--- src/rtl/multi_channel_hms_timer_pkg.sv ---
// Shared types, field widths and set-button codes for the multi-channel HH:MM:SS timer.
package hms_timer_pkg;

  typedef enum logic [1:0] {
    IDLE    = 2'd0,
    RUN     = 2'd1,
    EXPIRED = 2'd2
  } tmr_state_t;

  localparam int SEC_W = 6;
  localparam int MIN_W = 6;
  localparam int HR_W  = 5;

  // set_btn bit order is {H+,H-,M+,M-,S+,S-}
  localparam logic [5:0] SET_H_INC = 6'b100000;
  localparam logic [5:0] SET_H_DEC = 6'b010000;
  localparam logic [5:0] SET_M_INC = 6'b001000;
  localparam logic [5:0] SET_M_DEC = 6'b000100;
  localparam logic [5:0] SET_S_INC = 6'b000010;
  localparam logic [5:0] SET_S_DEC = 6'b000001;

  function automatic logic [23:0] pack_hms(input logic [HR_W-1:0]  h,
                                           input logic [MIN_W-1:0] m,
                                           input logic [SEC_W-1:0] s);
    return {3'b000, h, 2'b00, m, 2'b00, s};
  endfunction

endpackage

--- src/rtl/multi_channel_hms_timer_channel.sv ---
// One timer channel: countdown with expiry or wrapping stopwatch, editable while IDLE.
module hms_timer_channel
  import hms_timer_pkg::*;
#(
  parameter int HOUR_MAX = 23
) (
  input  logic             clk,
  input  logic             rst,
  input  logic             tick,
  input  logic             mode_up,
  input  logic             run_stb,
  input  logic             clr_lvl,
  input  logic [5:0]       set_stb,
  output logic [HR_W-1:0]  hr,
  output logic [MIN_W-1:0] min,
  output logic [SEC_W-1:0] sec,
  output tmr_state_t       state
);

  localparam logic [HR_W-1:0]  HR_TOP = HR_W'(HOUR_MAX);
  localparam logic [MIN_W-1:0] M_TOP  = MIN_W'(59);
  localparam logic [SEC_W-1:0] S_TOP  = SEC_W'(59);

  logic [HR_W-1:0]  hr_q, hr_d;
  logic [MIN_W-1:0] min_q, min_d;
  logic [SEC_W-1:0] sec_q, sec_d;
  tmr_state_t       st_q, st_d;
  logic             is_zero;
  logic             set_onehot;

  always_comb begin
    hr_d       = hr_q;
    min_d      = min_q;
    sec_d      = sec_q;
    st_d       = st_q;
    is_zero    = (hr_q == '0) && (min_q == '0) && (sec_q == '0);
    set_onehot = (set_stb != '0) && ((set_stb & (set_stb - 6'd1)) == '0);

    if (clr_lvl) begin
      hr_d  = '0;
      min_d = '0;
      sec_d = '0;
      st_d  = IDLE;
    end else if (run_stb) begin
      case (st_q)
        IDLE:    if (mode_up || !is_zero) st_d = RUN;
        default: st_d = IDLE;
      endcase
    end else if (st_q == IDLE && set_onehot) begin
      case (set_stb)
        SET_H_INC: hr_d  = (hr_q >= HR_TOP) ? '0 : hr_q + HR_W'(1);
        SET_H_DEC: hr_d  = (hr_q == '0) ? HR_TOP : hr_q - HR_W'(1);
        SET_M_INC: min_d = (min_q >= M_TOP) ? '0 : min_q + MIN_W'(1);
        SET_M_DEC: min_d = (min_q == '0) ? M_TOP : min_q - MIN_W'(1);
        SET_S_INC: sec_d = (sec_q >= S_TOP) ? '0 : sec_q + SEC_W'(1);
        SET_S_DEC: sec_d = (sec_q == '0) ? S_TOP : sec_q - SEC_W'(1);
        default: ;
      endcase
    end else if (st_q == RUN && tick) begin
      if (mode_up) begin
        if (sec_q >= S_TOP) begin
          sec_d = '0;
          if (min_q >= M_TOP) begin
            min_d = '0;
            hr_d  = (hr_q >= HR_TOP) ? '0 : hr_q + HR_W'(1);
          end else begin
            min_d = min_q + MIN_W'(1);
          end
        end else begin
          sec_d = sec_q + SEC_W'(1);
        end
      // Also catches a channel switched to down mode while sitting at zero.
      end else if (hr_q == '0 && min_q == '0 && sec_q <= SEC_W'(1)) begin
        sec_d = '0;
        st_d  = EXPIRED;
      end else if (sec_q != '0) begin
        sec_d = sec_q - SEC_W'(1);
      end else begin
        sec_d = S_TOP;
        if (min_q != '0) begin
          min_d = min_q - MIN_W'(1);
        end else begin
          min_d = M_TOP;
          hr_d  = hr_q - HR_W'(1);
        end
      end
    end
  end

  always_ff @(posedge clk or negedge rst) begin
    if (!rst) begin
      hr_q  <= '0;
      min_q <= '0;
      sec_q <= '0;
      st_q  <= IDLE;
    end else begin
      hr_q  <= hr_d;
      min_q <= min_d;
      sec_q <= sec_d;
      st_q  <= st_d;
    end
  end

  assign hr    = hr_q;
  assign min   = min_q;
  assign sec   = sec_q;
  assign state = st_q;

endmodule

--- src/rtl/multi_channel_hms_timer.sv ---
// NUM_CH HH:MM:SS timers on a shared 1 Hz prescaler with button edge detection and a status mux.
module multi_channel_hms_timer
  import hms_timer_pkg::*;
#(
  parameter int  NUM_CH   = 4,
  parameter int  TICK_DIV = 50_000_000,
  parameter int  HOUR_MAX = 23,
  localparam int CW       = (NUM_CH > 1) ? $clog2(NUM_CH) : 1
) (
  input  logic              clk,
  input  logic              rst,
  input  logic [CW-1:0]     ch_sel,
  input  logic [NUM_CH-1:0] mode_up,
  input  logic              run_btn,
  input  logic              clr_btn,
  input  logic [5:0]        set_btn,
  output logic [23:0]       time_bus,
  output logic [NUM_CH-1:0] running,
  output logic [NUM_CH-1:0] alarm,
  output logic              alarm_any
);

  localparam int          PW        = $clog2(TICK_DIV);
  localparam logic [PW-1:0] TICK_LAST = PW'(TICK_DIV - 1);
  localparam logic [CW:0] NUM_CH_W  = (CW + 1)'(NUM_CH);

  logic [PW-1:0] cnt_q, cnt_d;
  logic          run_q, run_d;
  logic [5:0]    set_q, set_d;
  logic          tick;
  logic          run_edge;
  logic [5:0]    set_edge;
  logic          sel_valid;

  logic [HR_W-1:0]  hr_w  [NUM_CH];
  logic [MIN_W-1:0] min_w [NUM_CH];
  logic [SEC_W-1:0] sec_w [NUM_CH];
  tmr_state_t       st_w  [NUM_CH];

  always_comb begin
    tick      = (cnt_q == TICK_LAST);
    cnt_d     = tick ? '0 : cnt_q + PW'(1);
    run_d     = run_btn;
    set_d     = set_btn;
    run_edge  = run_btn & ~run_q;
    set_edge  = set_btn & ~set_q;
    sel_valid = ({1'b0, ch_sel} < NUM_CH_W);
  end

  always_ff @(posedge clk or negedge rst) begin
    if (!rst) begin
      cnt_q <= '0;
      run_q <= 1'b0;
      set_q <= '0;
    end else begin
      cnt_q <= cnt_d;
      run_q <= run_d;
      set_q <= set_d;
    end
  end

  for (genvar gi = 0; gi < NUM_CH; gi++) begin : g_ch
    logic sel_g;
    assign sel_g = sel_valid && (ch_sel == CW'(gi));

    hms_timer_channel #(
      .HOUR_MAX (HOUR_MAX)
    ) u_ch (
      .clk     (clk),
      .rst     (rst),
      .tick    (tick),
      .mode_up (mode_up[gi]),
      .run_stb (sel_g & run_edge),
      .clr_lvl (sel_g & clr_btn),
      .set_stb (sel_g ? set_edge : 6'd0),
      .hr      (hr_w[gi]),
      .min     (min_w[gi]),
      .sec     (sec_w[gi]),
      .state   (st_w[gi])
    );

    assign running[gi] = (st_w[gi] == RUN);
    assign alarm[gi]   = (st_w[gi] == EXPIRED);
  end

  always_comb begin
    time_bus = '0;
    for (int i = 0; i < NUM_CH; i++) begin
      if (sel_valid && ch_sel == CW'(i)) time_bus = pack_hms(hr_w[i], min_w[i], sec_w[i]);
    end
  end

  assign alarm_any = |alarm;

endmodule

--- config.mk ---
export PLATFORM = sky130hd
export DESIGN_NAME = multi_channel_hms_timer
export DESIGN_NICKNAME = d
export VERILOG_FILES = /design/src/rtl/multi_channel_hms_timer_pkg.sv /design/src/rtl/multi_channel_hms_timer_channel.sv /design/src/rtl/multi_channel_hms_timer.sv
export SDC_FILE = /design/constraint.sdc
export NUM_CORES = 1
export LEC_CHECK = 0
export CAP_MARGIN = 20
export CORE_ASPECT_RATIO = 2
export CORE_MARGIN = 2
export CORE_UTILIZATION = 45
export DETAILED_ROUTE_END_ITERATION = 6
export PLACE_DENSITY = 0.6
export SYNTH_ARGS = -nofsm -noshare
export SYNTH_HDL_FRONTEND = slang
export SYNTH_SLANG_ARGS = --single-unit
--- constraint.sdc ---
create_clock -name clk -period 4 [get_ports clk]
set_clock_uncertainty 0.2 [all_clocks]
set_input_delay 1.2 -clock clk [delete_from_list [all_inputs] [get_ports clk]]
set_output_delay 1.2 -clock clk [all_outputs]
set_load 0.03 [all_outputs]
==> Yosys cells after proc, flatten, opt, wreduce, memory -nomap -nowiden <==
Cells that the tools add are included.
{ "word_totals": {"regBits": 109, "latch_bits": 0, "ram_bits": 0, "romBits": 0, "input_bits": 16, "output_inout_bits": 33, "memories": 0} }
{ "classes": {"addsub": 29, "multipliers": 0, "div_mod_pow": 0, "order_cmp": 16, "n_eq_ne": 84, "n_shift": 0, "mux": 181, "n_bitwise": 16, "reduce_logical": 94} }
{ "op_table": {"columns": ["cell", "n"], "rows": [
  ["two-way mux 6 bit", 84],
  ["two-way mux 5 bit", 48],
  ["case mux 6 bit (2 select lines)", 8],
  ["two-way mux 21 bit", 4],
  ["zero test 6 bit", 12],
  ["nonzero test 6 bit", 12],
  ["subtractor 6 x 1 -> 6 bit, second input constant", 12],
  ["two-way mux 2 bit", 32],
  ["adder 6 x 1 -> 6 bit, second input constant", 8],
  ["greater-or-equal comparator 6 bit, second input constant", 8],
  ["!= test 4 x 2 -> 1 bit, second input constant", 12],
  ["!= test 4 x 3 -> 1 bit, second input constant", 12],
  ["case mux 5 bit (2 select lines)", 4],
  ["nonzero test 3 bit", 12],
  ["!= test 4 x 1 -> 1 bit, second input constant", 8],
  ["AND reduction 8 bit", 4],
  ["bitwise AND 6 bit", 5],
  ["adder 26 x 1 -> 26 bit, second input constant", 1],
  ["equality test 26 bit, second input constant", 1],
  ["two-way mux 26 bit", 1],
  ["equality test 6 x 1 -> 1 bit, second input constant", 4],
  ["equality test 6 x 2 -> 1 bit, second input constant", 4],
  ["equality test 6 x 3 -> 1 bit, second input constant", 4],
  ["equality test 6 x 4 -> 1 bit, second input constant", 4],
  ["other kinds (23)", 116]
]} }

==> Depth between registers and ports, before layout <==
Gate-level depths: netlist of run 1.
{ "depth": {"word_depth": 11, "depth_mapped": 12, "depth_no_buf": 10} }

==> Hierarchy <==
A second synthesis of run 1 with hierarchy kept.
{ "hier_totals": {"cells_unflattened": 1329, "area_unflattened_um2": 10785.3} }
{ "by_module_without_submodules": {"columns": ["module", "instances", "cells_each", "area_per_inst_um2", "seq_area_each_um2"], "rows": [
  ["hms_timer_channel", 4, 277, 2143.3, 475.5],
  ["multi_channel_hms_timer", 1, 221, 2212.1, 825.8]
]} }

==> Worst setup path after synthesis of run 1 <==
OpenSTA, ideal clock, no wires.
{ "synth_path": {"path_type": "input to output", "from": "input port ch_sel[0]", "to": "output port time_bus[11]", "t_arrival_ps": 2582, "t_required_ps": 2600, "slack_ps": 18, "stages": 3, "n_path_buf": 2, "cell_sequence": "buf_2 > buf_1 > mux4_2"} }
{ "synth_via": {"elab_chain_len": 5, "elab_cells_between_ends": 8} }
{ "synth_lines": {"columns": ["item", "line", "source"], "rows": [
  ["from (decl)", "multi_channel_hms_timer.sv:12", "input logic [CW-1:0] ch_sel,"],
  ["zero test 2 bit", "multi_channel_hms_timer.sv:89", "if (sel_valid && ch_sel == CW'(i)) time_bus = pack_hms(hr_w[i], min_w[i], sec_w[i]);"],
  ["two-way mux 21 bit (3 in series)", "multi_channel_hms_timer.sv:89", null],
  ["two-way mux 21 bit (*)", "multi_channel_hms_timer.sv:89", null],
  ["to (decl)", "multi_channel_hms_timer.sv:17", "output logic [23:0] time_bus,"]
]} }
Mark *: on every way between the ends. The rest lies on a longest branch, timed or not.

==> Worst setup path in the final report of run 1 <==
{ "layout_path": {"from": "input port ch_sel[0]", "to": "output port time_bus[5]"} }
The elaborated chain is that of the path after synthesis.

==> results of run 1 <==
[timing repair]
action / 4_1_cts / 5_1_grt
setup buffers: 3 / 0
gates resized for setup: 38 / 1
setup endpoints to repair: 17 / 6
gates cloned: 1 / 0
[flip-flops by register name, summed over array words and instances, names as in the netlist]
name	flops
cnt_q	26
g_ch.u_ch.min	24
g_ch.u_ch.sec	24
g_ch.u_ch.hr	20
g_ch.u_ch.state	8
set_q	6
run_q	1
[metrics by stage]
stage	setup WS [ns]	cells	setup TNS, ns
5_1_grt	0.05193	1740	0
4_1_cts	0.1072	1740	0
3_3_place_gp	-0.4030	1720	-8.828
2_1_floorplan	0.01778	1356	0
6_report	0.08455	1740	0
3_5_place_dp	-0.4109	1720	-10.76
[cells in the final DEF (no fill, tap or decap), drive strengths merged, types with 12 or more instances in the layout]
master / netlist / layout
inv: 44 / 44
o22a: 16 / 16
o211ai: 12 / 12
nand3: 61 / 61
mux4: 17 / 17
nand2: 131 / 131
buf: 29 / 159
ha: 37 / 37
nor2b: 21 / 21
a21oi: 121 / 121
mux2i: 18 / 18
xor2: 29 / 29
nor2: 165 / 165
dfrtp: 109 / 109
a31oi: 20 / 20
xnor2: 39 / 39
nor3: 41 / 41
clkbuf: 70 / 13
nor4: 14 / 14
nand2b: 17 / 17
o21ai: 121 / 121
clkdlybuf4s50: 0 / 21
o22ai: 12 / 12
[power breakdown]
part	internal (µW)	leakage [µW]	switching [µW]	total, µW
sequential	1420	0.00135	968	2390
combinational	1930	0.00361	2390	4320
clock	474	0.000146	455	930
total	3830	0.00510	3810	7640
[metal layers]
| layer | part of all wire | up-vias | global-route usage |
|---|---|---|---|
| met5 | 0 | - | 0 |
| met4 | 0.065 | 0 | 0.1917 |
| met3 | 0.054 | 125 | 0.05364 |
| met2 | 0.51 | 379 | 0.5368 |
| met1 | 0.37 | 5177 | 0.3112 |
| li1 | - | 5110 | - |
[worst register-to-register path: cells and delay by family (launching register included)]
kind	cells	cell delay [ns]
and+or+nand+nor	2	1.08
AOI/OAI and AO/OA	4	0.74
DFF	1	0.58
muxes	1	0.30
buffers and inverters	1	0.16
[area by class of cell]
type,count,area [µm²],area share
Multi-Input combinational cell,1103,6997,0.5769
Sequential cell,109,2728,0.2249
Timing Repair Buffer,187,1597,0.1316
Tap cell,280,350.3,0.02888
Clock buffer,13,270.3,0.02228
Inverter,45,168.9,0.01393
Clock inverter,3,18.77,0.001547
[worst paths after layout]
kind                               startpoint             endpoint  slack, ns  cells after the start
setup / recovery                    ch_sel[0]          time_bus[5]       0.08                      5
hold / removal                       cnt_q[0]             cnt_q[0]       0.26                      1
setup reg to reg           g_ch[3].u_ch.hr[2]   g_ch[3].u_ch.hr[0]       0.82                      8
hold reg to reg                      cnt_q[0]             cnt_q[0]       0.26                      1
max in group asynchronous                 rst  g_ch[3].u_ch.sec[1]       2.10                      2
min in group asynchronous                 rst  g_ch[0].u_ch.min[1]       0.63                      1
[kinds of logic after synthesis]
kind of cell	share of synthesized area
XOR/XNOR	0.05787
AO/OA/AOI/OAI	0.2704
multiplexers	0.06711
AND/OR/NAND/NOR	0.2348
flip-flops	0.2650
adder cells (fa/ha/maj)	0.04608
buffers and inverters	0.05836
other	0.0003644
==> results_dict.tcl, run 1 <==
set metrics [dict create \
    clk_latency_ns 0.38 \
    synth_edf_count 0 \
    final.period_utilization 0.9789 \
    max-vdd-ir-drop_v 0.0004024 \
    vias 10790 \
    path_common_cell "buf_12" \
    cp.required_ns 2.60 \
    dieWidth_um 110.9 \
    routabilityCongestion 0.9676 \
    synth_warnings 0 \
    synth_cells 1350 \
    setup_viol 0 \
    syn_to_final_growth_pct 17.86 \
    antenna_found_initial 0 \
    fillers 2124 \
    yosysSeqAreaShare 0.2650 \
    ios 49 \
    cts_hold_buffers 0 \
    synth_commonest_cells "nor2_1, nand2_1, a21oi_1, o21ai_0, dfrtp_1" \
    maxCapViolCount 0 \
    rsz0062_at_grt "false" \
    worst_slew_pin_slew_ns 0.6572 \
    drt_wl_total_mm 35.50 \
    grt_pass1_vias 10660 \
    path_clk_slew_ns 0.07 \
    cts_buffers 9 \
    hold_class "flop to flop" \
    gr-total-overflow 0 \
    async_flop_share 1.000 \
    p_leak_uw 0.005104 \
    final_area_um2 12130 \
    synth_flop_cell "dfrtp_1" \
    start_util 0.4565 \
    die_y_um 217.9 \
    synth.most_common_cell "nor2_1" \
    drtAntennaViolNets 0 \
    cp.arrival_ns 2.52 \
    dr.pass1.iters 6 \
    grt_pass1_wl_mm 56.49 \
    port-buffer-count 41 \
    status "finished, final reports clean" \
    slew_violations 0 \
    std_cell_rows 78 \
    holdWs_ns 0.2604 \
    grt_max_degree 46 \
    fin_crit_ns 3.915 \
    synth.area.top_cells "dfrtp_1, nor2_1, a21oi_1, o21ai_0, nand2_1" \
    crit_path_start_kind "input pin" \
    dieArea_um2 24170 \
    place_area_um2 11790 \
    drc_errors 0 \
    power.total_uw 7639 \
    place_hpwl_mm 27.61 \
    clock_sinks 109 \
    core_area_um2 22540 \
    final_util 0.5380 \
    p_per_area_nw_per_um2 629.8 \
    wl_per_cell_um 20.40 \
    synth_cell_types 89 \
    ys_ff_latch 109 \
    avgSynthCellArea_um2 7.623 \
    clock.fmax_mhz 255.4 \
    path_buf_inv 4 \
    path_cells "dlygate4sd2_1 > buf_12 > buf_12 > mux4_2 > buf_4" \
    crit_family "buffers and inverters" \
    root_buffer "clkbuf_16" \
    critPathMaxFanout 16 \
    drt-vias-per-instance 6.202 \
    h-tree-depth 3 \
    cts_tree "yes" \
    relSlewSlack 0.5614 \
    synth_top_area_frac 0.2650 \
    finalNetCount 1508 \
    finalHoldViolCount 0 \
    slowest_stage "mux4_2" \
    cpPeakStageDelay_ns 0.54 \
    path_class "input pin to output pin" \
    drt_iter0_drc 700 \
    critPathCaptureType "output pin" \
    grt.total_usage 0.2960 \
    synth_top_area_cell "dfrtp_1" \
    diodes 0 \
    drive_gt1_frac 0.1575 \
    cts.path.max_buffers 2 \
    netlist_area_um2 10290 \
]
Power figures use the tool's default switching activity.
==> run 2, diff against run 1 <==
- HOLD_SLACK_MARGIN: unset -> 0.05
==> results of run 2 <==
The final DEF is identical to that of run 1; final timing and power are the same.
